### config.mk
export PLATFORM = sky130hd
export DESIGN_NAME = pe_sequencer
export DESIGN_NICKNAME = d
export VERILOG_FILES = /design/src/rtl/pe_seq_pkg.sv /design/src/rtl/pe_sequencer.sv
export SDC_FILE = /design/constraint.sdc
export NUM_CORES = 1
export LEC_CHECK = 0
export CAP_MARGIN = 15
export CORE_ASPECT_RATIO = 1.75
export CORE_MARGIN = 2
export CORE_UTILIZATION = 37
export DETAILED_ROUTE_END_ITERATION = 10
export PLACE_DENSITY = 0.89
export SETUP_SLACK_MARGIN = 0.02
export SLEW_MARGIN = 20
export SYNTH_ARGS = -nofsm -noshare
export SYNTH_HDL_FRONTEND = slang
export SYNTH_SLANG_ARGS = --single-unit
### constraint.sdc
create_clock -name CLK -period 2.6 [get_ports CLK]
set_clock_uncertainty 0.05 [all_clocks]
set_input_delay 0.52 -clock CLK [delete_from_list [all_inputs] [get_ports CLK]]
set_output_delay 0.52 -clock CLK [all_outputs]
set_load 0.01 [all_outputs]
### src/rtl/pe_seq_pkg.sv
`default_nettype none
`timescale 1ns/1ps
// +----------------------------------------------------------------------+
// | pe_seq_pkg                                                           |
// | Shared types and constants for the PE control sequencer.             |
// |   pe_seq_state_t     : sequencer state encoding                      |
// |   PE_WORD_W          : PE datapath word width                        |
// |   PE_MAC_LAT_DEFAULT : default PE MAC-to-DATAOUT latency              |
// | Revision: 1.0 - initial release                                       |
// +----------------------------------------------------------------------+
package pe_seq_pkg;

  localparam int PE_WORD_W          = 32;
  localparam int PE_MAC_LAT_DEFAULT = 1;

  typedef enum logic [2:0] {
    S_IDLE   = 3'd0,
    S_CLR    = 3'd1,
    S_LOAD_A = 3'd2,
    S_LOAD_B = 3'd3,
    S_MAC    = 3'd4,
    S_DRAIN  = 3'd5,
    S_RESULT = 3'd6
  } pe_seq_state_t;

endpackage
`default_nettype wire

### src/rtl/pe_sequencer.sv
`default_nettype none
`timescale 1ns/1ps
// +----------------------------------------------------------------------+
// | pe_sequencer                                                         |
// | Drives one Processing_Element through a full dot-product job: clear, |
// | load A, load B, MAC for LEN cycles, wait for the PE latency, then    |
// | return the captured PE result on a valid/ready port.                 |
// | Ports:                                                               |
// |   CLK, RST                  : clock, sync active-high reset          |
// |   START, LEN                : job request (sampled in IDLE only)     |
// |   IN_VALID/IN_READY/IN_DATA : operand stream, A words then B words   |
// |   DATAIN                    : operand word to the PE                 |
// |   WRITE_MAT .. MAC_CTRL     : PE control strobes                     |
// |   PE_DATAOUT                : PE accumulator output                  |
// |   RES_VALID/RES_READY/RES_DATA : result port                         |
// |   BUSY                      : high whenever not IDLE                 |
// | Revision: 1.0 - initial release                                       |
// +----------------------------------------------------------------------+
module pe_sequencer
  import pe_seq_pkg::*;
#(
  parameter  int N       = 16,
  parameter  int MAC_LAT = PE_MAC_LAT_DEFAULT,
  localparam int LW      = $clog2(N) + 1
) (
  input  logic                 CLK,
  input  logic                 RST,
  input  logic                 START,
  input  logic [LW-1:0]        LEN,
  input  logic                 IN_VALID,
  output logic                 IN_READY,
  input  logic [PE_WORD_W-1:0] IN_DATA,
  output logic [PE_WORD_W-1:0] DATAIN,
  output logic                 WRITE_MAT,
  output logic                 MAT_MUX,
  output logic                 RST_ADD,
  output logic                 RST_ACC,
  output logic                 RST_PC,
  output logic                 INC_PC,
  output logic                 MAC_CTRL,
  input  logic [PE_WORD_W-1:0] PE_DATAOUT,
  output logic                 RES_VALID,
  input  logic                 RES_READY,
  output logic [PE_WORD_W-1:0] RES_DATA,
  output logic                 BUSY
);

  localparam logic [LW-1:0] c_n          = LW'(N);
  localparam logic [LW-1:0] c_drain_last = LW'(MAC_LAT - 1);

  pe_seq_state_t        state_q, state_d;
  logic [LW-1:0]        cnt_q, cnt_d;
  logic [LW-1:0]        len_q, len_d;
  logic [PE_WORD_W-1:0] res_q, res_d;

  logic [LW-1:0]        len_clamped;
  logic                 cnt_last;

  assign len_clamped = (LEN > c_n) ? c_n : LEN;
  // Only consulted in LOAD/MAC states, where len_q is never zero.
  assign cnt_last    = (cnt_q == (len_q - LW'(1)));

  assign DATAIN   = IN_DATA;
  assign RES_DATA = res_q;
  assign BUSY     = (state_q != S_IDLE);

  always_comb begin
    state_d   = state_q;
    cnt_d     = cnt_q;
    len_d     = len_q;
    res_d     = res_q;
    IN_READY  = 1'b0;
    WRITE_MAT = 1'b0;
    MAT_MUX   = 1'b0;
    RST_ADD   = 1'b0;
    RST_ACC   = 1'b0;
    RST_PC    = 1'b0;
    INC_PC    = 1'b0;
    MAC_CTRL  = 1'b0;
    RES_VALID = 1'b0;

    case (state_q)
      S_IDLE: begin
        if (START) begin
          len_d   = len_clamped;
          cnt_d   = '0;
          state_d = S_CLR;
        end
      end

      S_CLR: begin
        RST_PC  = 1'b1;
        RST_ADD = 1'b1;
        RST_ACC = 1'b1;
        cnt_d   = '0;
        if (len_q == '0) begin
          // Empty job: skip the PE entirely and report a zero result.
          res_d   = '0;
          state_d = S_RESULT;
        end else begin
          state_d = S_LOAD_A;
        end
      end

      S_LOAD_A, S_LOAD_B: begin
        IN_READY  = 1'b1;
        MAT_MUX   = (state_q == S_LOAD_B);
        WRITE_MAT = IN_VALID;
        if (IN_VALID) begin
          if (cnt_last) begin
            // Rewind the PE write address alongside the final beat so the
            // next operand block starts at address 0.
            RST_ADD = 1'b1;
            cnt_d   = '0;
            state_d = (state_q == S_LOAD_A) ? S_LOAD_B : S_MAC;
          end else begin
            cnt_d = cnt_q + LW'(1);
          end
        end
      end

      S_MAC: begin
        INC_PC   = 1'b1;
        MAC_CTRL = 1'b1;
        if (cnt_last) begin
          cnt_d   = '0;
          state_d = S_DRAIN;
        end else begin
          cnt_d = cnt_q + LW'(1);
        end
      end

      S_DRAIN: begin
        if (cnt_q == c_drain_last) begin
          res_d   = PE_DATAOUT;
          cnt_d   = '0;
          state_d = S_RESULT;
        end else begin
          cnt_d = cnt_q + LW'(1);
        end
      end

      S_RESULT: begin
        RES_VALID = 1'b1;
        if (RES_READY) begin
          state_d = S_IDLE;
        end
      end

      default: begin
        state_d = S_IDLE;
        cnt_d   = '0;
      end
    endcase
  end

  always_ff @(posedge CLK) begin
    if (RST) begin
      state_q <= S_IDLE;
      cnt_q   <= '0;
      len_q   <= '0;
      res_q   <= '0;
    end else begin
      state_q <= state_d;
      cnt_q   <= cnt_d;
      len_q   <= len_d;
      res_q   <= res_d;
    end
  end

endmodule
`default_nettype wire

; Word-level counts from Yosys, hierarchy flattened
; Index checks and enable logic that the tools add are counted.
[totals]
regBits = 45
input_bits = 74
word_cells = 59
[classes]
n_bitwise = 1
n_reduce_logical = 10
add_sub_neg = 2
eq_ne = 14
n_mux = 27
magnitude_cmp = 1
[op_table]
columns = op, count
row1 = $mux W32, 2
row2 = $pmux W32 S2, 1
row3 = $mux W5, 5
row4 = $pmux W5 S5, 1
row5 = $mux W3, 8
row6 = $pmux W3 S6, 1
row7 = $ne A2 B2 Y1 const B, 7
row8 = $logic_not A5 Y1, 2
row9 = $eq A3 B3 Y1 const B, 3
row10 = $mux W1, 8
row11 = $eq A3 B2 Y1 const B, 2
row12 = $reduce_and A3 Y1, 2
row13 = $reduce_and A6 Y1, 1
row14 = $add A5 B1 Y5 const B, 1
row15 = $eq A5 B5 Y1, 1
row16 = $gt A5 B5 Y1 const B, 1
row17 = $sub A5 B1 Y5 const B, 1
row18 = $eq A3 B1 Y1 const B, 1
row19 = $logic_not A3 Y1, 1
row20 = $reduce_bool A3 Y1, 1
row21 = $pmux W1 S2, 1
row22 = $reduce_and A2 Y1, 1
row23 = $reduce_bool A2 Y1, 1
row24 = $reduce_or A2 Y1, 1
row25 = $not A1 Y1, 1

; Depth between registers and ports, before layout
; Gate-level depths: netlist of run 1.
[logic_depth]
word_depth = 5
depth_mapped = 8
mapped_depth_nobuf = 8

; Worst setup path before layout of run 1
; Ideal clock, no wire load.
[synth_timing]
path_type = flip-flop to output port
from = reg len_q[0]
to = out RST_ADD
stages_incl_launch_ff = 7
n_path_buf = 0
path_slack_ps = 476
arrival_time_ps = 1554
path_cell_list = dfxtp_1 -> inv_1 -> ha_1 -> nor2b_1 -> o31a_1 -> a211oi_2 -> a21o_1
[synth_via]
elab_chain_len = 5
[synth_lines]
columns = element, line_no
row1 = "start, declared", pe_sequencer.sv:53  ; logic [LW-1:0] len_q, len_d;
row2 = "start signal, assigned", pe_sequencer.sv:166  ; len_q <= len_d;
row3 = $sub A5 B1 Y5, pe_sequencer.sv:61  ; assign cnt_last = (cnt_q == (len_q - LW'(1)));
row4 = $eq A5 B5 Y1, pe_sequencer.sv:61
row5 = $mux W1, pe_sequencer.sv:110  ; if (cnt_last) begin
row6 = $mux W1, pe_sequencer.sv:109  ; if (IN_VALID) begin
row7 = $pmux W1 S2, pe_sequencer.sv:82  ; case (state_q)
row8 = "end, declared", pe_sequencer.sv:36  ; output logic RST_ADD,
; Every way passes these cells.

; Worst setup path after layout of run 1
[layout_timing]
from = reg state_q[0]
to = out RST_PC
[layout_via]
elab_chain_len = 2
[layout_lines]
columns = element, line_no
row1 = "start, declared", pe_sequencer.sv:51  ; pe_seq_state_t state_q, state_d;
row2 = "start signal, assigned", pe_sequencer.sv:164  ; state_q <= state_d;
row3 = $eq A3 B1 Y1, pe_sequencer.sv:82
row4 = $mux W1, pe_sequencer.sv:82
row5 = "end, declared", pe_sequencer.sv:38  ; output logic RST_PC,
; Every way passes these cells.

==> key figures, run 1 <==
Cells and area
  • Nets: 429
  • Reg area: 903 um^2
  • Area of the multi-input gates: 1080 um^2
  • Fraction of layout cells with a size suffix above 1: 10.5%
  • Fill cells: 585
  • Area growth, synth to finish: 35.8%
  • Final Instance Count excl. Fillers: 433
  • # diodes: 0
  • Fin util: 51.4%

CTS
  • CTS Root Cell: clkbuf_8
  • Inserted Clock Buffers: 5
  • CTS Buffer Depth: 2
  • Skew-Pair Late Insertion Delay: 0.31 ns
  • Hold-fix buffers, CTS: 0
  • Clock sinks: 45
  • Clock H-tree levels: 2
  • CTS tree: built
  • Clock slew at reported path FFs: 0.09 ns

Synth
  • Area contributors post-synth: dfxtp_1, buf_4, a21oi_1, nand3_1, nand2_1
  • Synth cell types: 40
  • Synth Flop Type: dfxtp_1
  • Register area share after synthesis: 38.8%
  • Syn nets: 375
  • Share of the synthesized area in the top cell type: 38.8%
  • Synthesized instance count: 298
  • Count leader, synth: a21oi_1
  • Commonest cells in the netlist: a21oi_1, dfxtp_1, nand2_1, nand3_1, buf_4
  • Mean area per synthesized cell: 7.80 um^2
  • Async SR Flop Fraction: 0%
  • Yosys warning total: 0
  • Area leader, netlist: dfxtp_1
  • EDFF count, synth: 0
  • Netlist Area Pre-Place: 2320 um^2
  • FF+latch count, synth: 45

Placement
  • Placer Congestion: 0.836
  • Buffers on Ports: 83
  • Detail Placement HPWL: 4.45 mm
  • Cells after DPL: 421
  • Pre-CTS WS: 0.00632 ns

Die
  • Core Rows: 38
  • Die W: 63.9 um
  • Core Region: 6130 um^2
  • Die area: 6950 um^2
  • Height of the die: 109 um
  • IO Pins: 148
  • Starting Density: 37.9%

Global routing
  • GRT Util Overall: 18.3%
  • Initial antenna violation count: 0
  • Largest net degree at the start of global routing: 33
  • Global-route wire length before repair: 9.92 mm
  • Vias in the first global route: 2,096
  • GRT overflow: 0

Worst setup path
  • Crit Path Class: reg -> out
  • Worst EP arrival: 1.88 ns
  • Critical path peak fanout: 8
  • CP Launch Type: flop
  • CP endpoint kind: output port
  • Critical Path RT: 2.03 ns

Power
  • Internal power: 1.33 mW
  • Switch Pwr: 0.927 mW
  • Leak: 1.07 nW
  • Pwr/cell area: 716 nW/um^2
  • Gate power share: 44.8%
  • Sequential share of power: 35.2%
  • Worst vdd ir: 270 uV
  • Switching share of power: 41.1%
  • Clock Power Share: 20.0%

Routing
  • Number of detailed-route iterations in the first pass: 4
  • Detail Route Antenna Nets: 0
  • DRT iter0 DRCs: 119
  • Detail-routed net length per standard cell: 14.6 um
  • Detailed-route via count: 2,287
  • Via density: 5.28
  • Total Wirelength: 6.32 mm
  • Post-route DRC: 0

STA
  • Setup TNS: 0 ns
  • Final setup viols: 0
  • Relative slew margins: 51.5%
  • Final Max Slew Viols: 0
  • Worst-Margin Slew: 0.727 ns
  • Final Cycle Share: 94.2%
  • Worst Slack Setup Final: 0.151 ns
  • Fmax: 408 MHz
  • RSZ-0062 raised after global routing: false
  • Final hold vios: 0
  • Final hold slack: 0.402 ns
  • Final period demand of the worst path: 2.45 ns

Min path
  • HP Class: reg -> reg

Flow run
  • Max-cap violations: 0

Outcome
  • Outcome: completed
-- power by group through the flow --
stage	sequential [mW]	clock [mW]	combinational, mW
after global routing	0.801	0.493	1.10
after global placement	0.804	0	0.953
after detailed placement	0.808	0	0.980
final	0.795	0.451	1.01
after floorplan	0.788	0	0.670
after CTS	0.792	0.466	0.997
-- cells in the final DEF, fill, tap and decap left out, types with 2 or more instances in the layout --
master,synthesis,final
o21ai_0,5,4
nor3_1,8,7
clkdlybuf4s50_1,0,82
a31oi_1,2,2
nor3b_1,6,6
nor2b_1,3,3
a21oi_1,46,46
xnor2_1,2,2
nand3_1,39,39
nor2_1,9,8
inv_1,8,8
o21ai_1,3,4
ha_1,3,2
xor2_1,2,2
dfxtp_2,0,2
nand2_1,41,41
dfxtp_1,45,43
or3_1,2,2
clkbuf_8,0,5
buf_4,34,16
o211ai_1,3,3
-- cells by family after synthesis --
| group | count (synthesis) | share of synthesized area [%] |
|---|---|---|
| AO/OA/AOI/OAI | 70 | 18.1 |
| XOR/XNOR | 4 | 1.51 |
| adder cells (fa/ha/maj) | 3 | 1.62 |
| buffers and inverters | 61 | 15.6 |
| flip-flops | 45 | 38.8 |
| multiplexers | 1 | 0.431 |
| AND/OR/NAND/NOR | 114 | 23.9 |
-- path summary, 6_finish.rpt --
kind / startpoint / endpoint / slack (ns) / depth (start not counted)
hold reg to reg: RES_DATA[26] / RES_DATA[26] / 0.40 / 2
setup / recovery: state_q[0] / RST_PC / 0.15 / 4
setup reg to reg: len_q[0] / state_q[0] / 0.26 / 10
hold / removal: RES_DATA[26] / RES_DATA[26] / 0.40 / 2
-- metrics by stage --
step	area (um^2)	total power, mW
3_3_place_gp	3020	1.76
6_report	3150	2.26
5_1_grt	3150	2.40
2_1_floorplan	2320	1.46
4_1_cts	3140	2.26
3_5_place_dp	3020	1.79
-- flip-flops by register name, summed over array words and instances (netlist names) --
register  count
RES_DATA     32
cnt_q         5
len_q         5
state_q       3
-- repair_timing --
action                                  in CTS  in global routing
buffers inserted                             3                  1
hold endpoints to repair                     0                  0
gates resized for setup                      6                  4
pin swaps                                    3                  2
endpoints found under the setup margin       1                  3
-- worst max-delay path: stages, from the launching register on --
cell             delay, ns
dfxtp_1               0.49
inv_2                 0.15
nor3_2                0.23
buf_4                 0.17
clkdlybuf4s50_1       0.53
-- routing by layer --
metal | wire, um | vias up | global-route usage, % | share of wire (%)
met3 | 350 | 29 | 3.10 | 5.5
li1 | - | 1097 | - | -
met2 | 3480 | 103 | 34.4 | 55
met1 | 2230 | 1058 | 18.3 | 35
met4 | 263 | 0 | 10.9 | 4.2
met5 | 0 | - | 0 | 0
-- final cells by class --
cell class | instances | area share, %
timing repair buffer | 99 | 30.0
inverter | 9 | 1.07
multi-input combinational | 192 | 34.3
sequential | 45 | 28.6
clock inverter | 3 | 0.674
clock buffer | 5 | 2.18
tap | 80 | 3.17
Note: power is estimated with default switching activity, not from simulation.
==> inputs of run 2 (changes only) <==
--- a/config.mk
+++ b/config.mk
@@ -8,9 +8,10 @@
 export CAP_MARGIN = 15
 export CORE_ASPECT_RATIO = 1.75
 export CORE_MARGIN = 2
-export CORE_UTILIZATION = 37
+export CORE_UTILIZATION = 56
 export DETAILED_ROUTE_END_ITERATION = 10
-export PLACE_DENSITY = 0.89
+export DONT_BUFFER_PORTS = 1
+export PLACE_DENSITY = 0.82
 export SETUP_SLACK_MARGIN = 0.02
 export SLEW_MARGIN = 20
 export SYNTH_ARGS = -nofsm -noshare
==> constraint.sdc (replaced) <==
create_clock -name CLK -period 2.2 [get_ports CLK]
set_clock_uncertainty 0.05 [all_clocks]
set_input_delay 0.44 -clock CLK [delete_from_list [all_inputs] [get_ports CLK]]
set_output_delay 0.44 -clock CLK [all_outputs]
set_load 0.01 [all_outputs]
==> run 2 against run 1 <==
  * Critical path depth increased by 2
  * Critical endpoint is now RST_ADD
  * Die area fell by 32%
  * Flip-flop and latch count stayed put
==> key figures, run 2 (same netlist as run 1, synthesis figures left out) <==
Outcome
  • Outcome: completed

STA
  • Final Cycle Share: 99.9%
  • Final setup viols: 0 (unchanged)
  • Worst-Margin Slew: 0.425 ns (-0.302 ns)
  • Final Max Slew Viols: 0 (unchanged)
  • Fmax: 455 MHz
  • Final hold slack: 0.154 ns (-0.248 ns)
  • Setup TNS: 0 ns (unchanged)
  • Relative slew margins: 71.6% (+20 points)
  • Final period demand of the worst path: 2.20 ns
  • RSZ-0062 raised after global routing: true
  • Final hold vios: 0 (unchanged)

Power
  • Pwr Total: 2.63 mW (+17%)
  • Sequential share of power: 36.5% (+1.3 points)
  • Internal power: 1.62 mW (+22%)
  • Switch Pwr: 1.02 mW (+9.6%)
  • Clock Power Share: 24.3% (+4.3 points)
  • Pwr/cell area: 1120 nW/um^2 (+56%)
  • Gate power share: 39.2% (-5.6 points)
  • Leak: 0.801 nW (-25%)
  • Worst vdd ir: 733 uV (+170%)
  • Switching share of power: 38.6% (-2.5 points)

Worst setup path
  • Critical R2R Capture: state_q[0]
  • Critical Path RT: 1.71 ns (-0.32 ns)
  • Crit Path Class: reg -> out
  • Worst R2R Setup Slack: 0.03 ns (-0.23 ns)
  • Worst EP arrival: 1.71 ns (-0.17 ns)
  • CP endpoint kind: output port
  • Slowest cell on the critical path: dfxtp_2
  • Reg-to-Reg Start: len_q[1]
  • Critical path peak fanout: 4 (-4)
  • CP Launch Type: flop
  • Reg2Reg Depth: 9 (-1)
  • Crit path cell chain: inv_2 > ha_4 > nor2b_4 > o31a_1 > a211oi_4 > a21o_1
  • Peak per-stage delay on the critical path: 0.34 ns (-0.19 ns)

Global routing
  • Initial antenna violation count: 0 (unchanged)
  • Global-route wire length before repair: 7.69 mm (-22%)
  • Largest net degree at the start of global routing: 46 (+39%)
  • GRT overflow: 0 (unchanged)
  • Vias in the first global route: 1,779 (-15%)
  • GRT Util Overall: 21.3% (+3.0 points)

Routing
  • Number of detailed-route iterations in the first pass: 4 (unchanged)
  • Detailed-route via count: 1,937 (-15%)
  • Detail Route Antenna Nets: 0 (unchanged)
  • Via density: 6.03 (+14%)
  • DRT iter0 DRCs: 37 (-69%)
  • Detail-routed net length per standard cell: 16.5 um (+13%)
  • Post-route DRC: 0 (unchanged)
  • Total Wirelength: 5.29 mm (-16%)

Die
  • IO Pins: 148 (unchanged)
  • Starting Density: 57.1% (+19 points)
  • Die area: 4700 um^2 (-32%)
  • Core Region: 4070 um^2 (-34%)
  • Core Rows: 31 (-18%)
  • Die W: 52.7 um (-18%)
  • Height of the die: 89.2 um (-18%)

CTS
  • CTS tree: built
  • Hold-fix buffers, CTS: 0 (unchanged)
  • Skew-Pair Late Insertion Delay: 0.29 ns (-0.02 ns)
  • CTS Buffer Depth: 2 (unchanged)
  • Inserted Clock Buffers: 5 (unchanged)
  • Clock sinks: 45 (unchanged)
  • CTS Root Cell: clkbuf_8
  • Clock slew at reported path FFs: 0.08 ns (about the same)
  • Clock H-tree levels: 2 (unchanged)

Cells and area
  • Area of the multi-input gates: 1100 um^2 (+2.0%)
  • Reg area: 905 um^2 (+0.14%)
  • Fin area: 2350 um^2 (-25%)
  • # diodes: 0 (unchanged)
  • Most frequent cells in the layout: a21oi_1, dfxtp_1, nand2_1, nand3_1, buf_4
  • Area growth, synth to finish: 1.29%
  • Fraction of layout cells with a size suffix above 1: 15.1% (+4.6 points)
  • Fill cells: 366 (-37%)
  • Max reg flops: 32 (unchanged)
  • Commonest non-fill, non-tap cell in the layout: a21oi_1
  • Nets: 348 (-19%)

Placement
  • Placed cell area: 2170 um^2 (-28%)
  • Placer Congestion: 0.783 (-6.4%)
  • Detail Placement HPWL: 3.57 mm (-20%)
  • Buffers on Ports: 0 (-100%)

Flow run
  • Max-cap violations: 0 (unchanged)

Min path
  • HP Class: in -> reg
  • Hold Path Depth: 1 (-1)
  • Hold_sp: RST
  • Hold endpoint: RES_DATA[23]
==> run 2: critical path, delay by kind of cell (launching register included) <==
kind                     cells  cell delay [ns]
AND/OR/NAND/NOR              1             0.12
AO/OA/AOI/OAI                3             0.73
buffers and inverters        1             0.05
adder cells (fa/ha/maj)      1             0.17
flip-flops                   1             0.34
==> run 2: repair_timing <==
item | 4_1_cts | 5_1_grt
endpoints found under the setup margin | 1 | 6
buffers inserted | 4 | 0
gates resized for setup | 10 | 3
hold endpoints to repair | 0 | 0
pin swaps | 6 | 7
cloned | 0 | 0
==> run 2: per-stage QoR <==
| stage | utilization (%) | setup slack (ns) | instances |
|---|---|---|---|
| global placement | 53.2 | 0.119 | 309 |
| floorplan | - | 0.110 | 298 |
| CTS | 57.6 | -0.0205 | 321 |
| global route | 57.8 | -0.0745 | 321 |
| finish | 57.8 | 0.00190 | 321 |
| detailed placement | 53.2 | 0.0600 | 309 |
==> run 2: worst max path at each step <==
stage | startpoint | endpoint | slack (ns) | depth (start not counted)
2_1_floorplan | len_q[0] | state_q[2] | 0.11 | 8
3_3_place_gp | len_q[1] | RST_ADD | 0.12 | 6
3_5_place_dp | len_q[1] | state_q[2] | 0.06 | 8
4_1_cts | len_q[0] | RST_ADD | -0.02 | 6
5_1_grt | len_q[1] | RST_ADD | -0.07 | 6
6_report | len_q[1] | RST_ADD | 0.002 | 6
==> run 2: routing by layer <==
layer  part of all wire, %  up-vias  GRT usage (%)
met3                   5.5       26           4.52
met4                   3.6        0           13.5
met1                    37      915           21.3
met5                     0        -              0
met2                    54       62           38.5
li1                      -      934              -
==> run 2: power groups by stage <==
stage / clock network (mW) / logic (mW) / registers (mW)
global placement: 0 / 0.946 / 0.973
finish: 0.639 / 1.03 / 0.962
CTS: 0.657 / 1.00 / 0.956
global route: 0.689 / 1.12 / 0.973
floorplan: 0 / 0.792 / 0.931
detailed placement: 0 / 0.963 / 0.974
==> run 2: layout make-up <==
class / count / area share [%]
flip-flops and latches: 45 / 38.4
clock inverters: 1 / 1.28
clock buffers: 7 / 3.67
inverters: 9 / 1.44
multi-input cells: 192 / 46.8
repair buffers: 18 / 5.74
well taps: 49 / 2.60
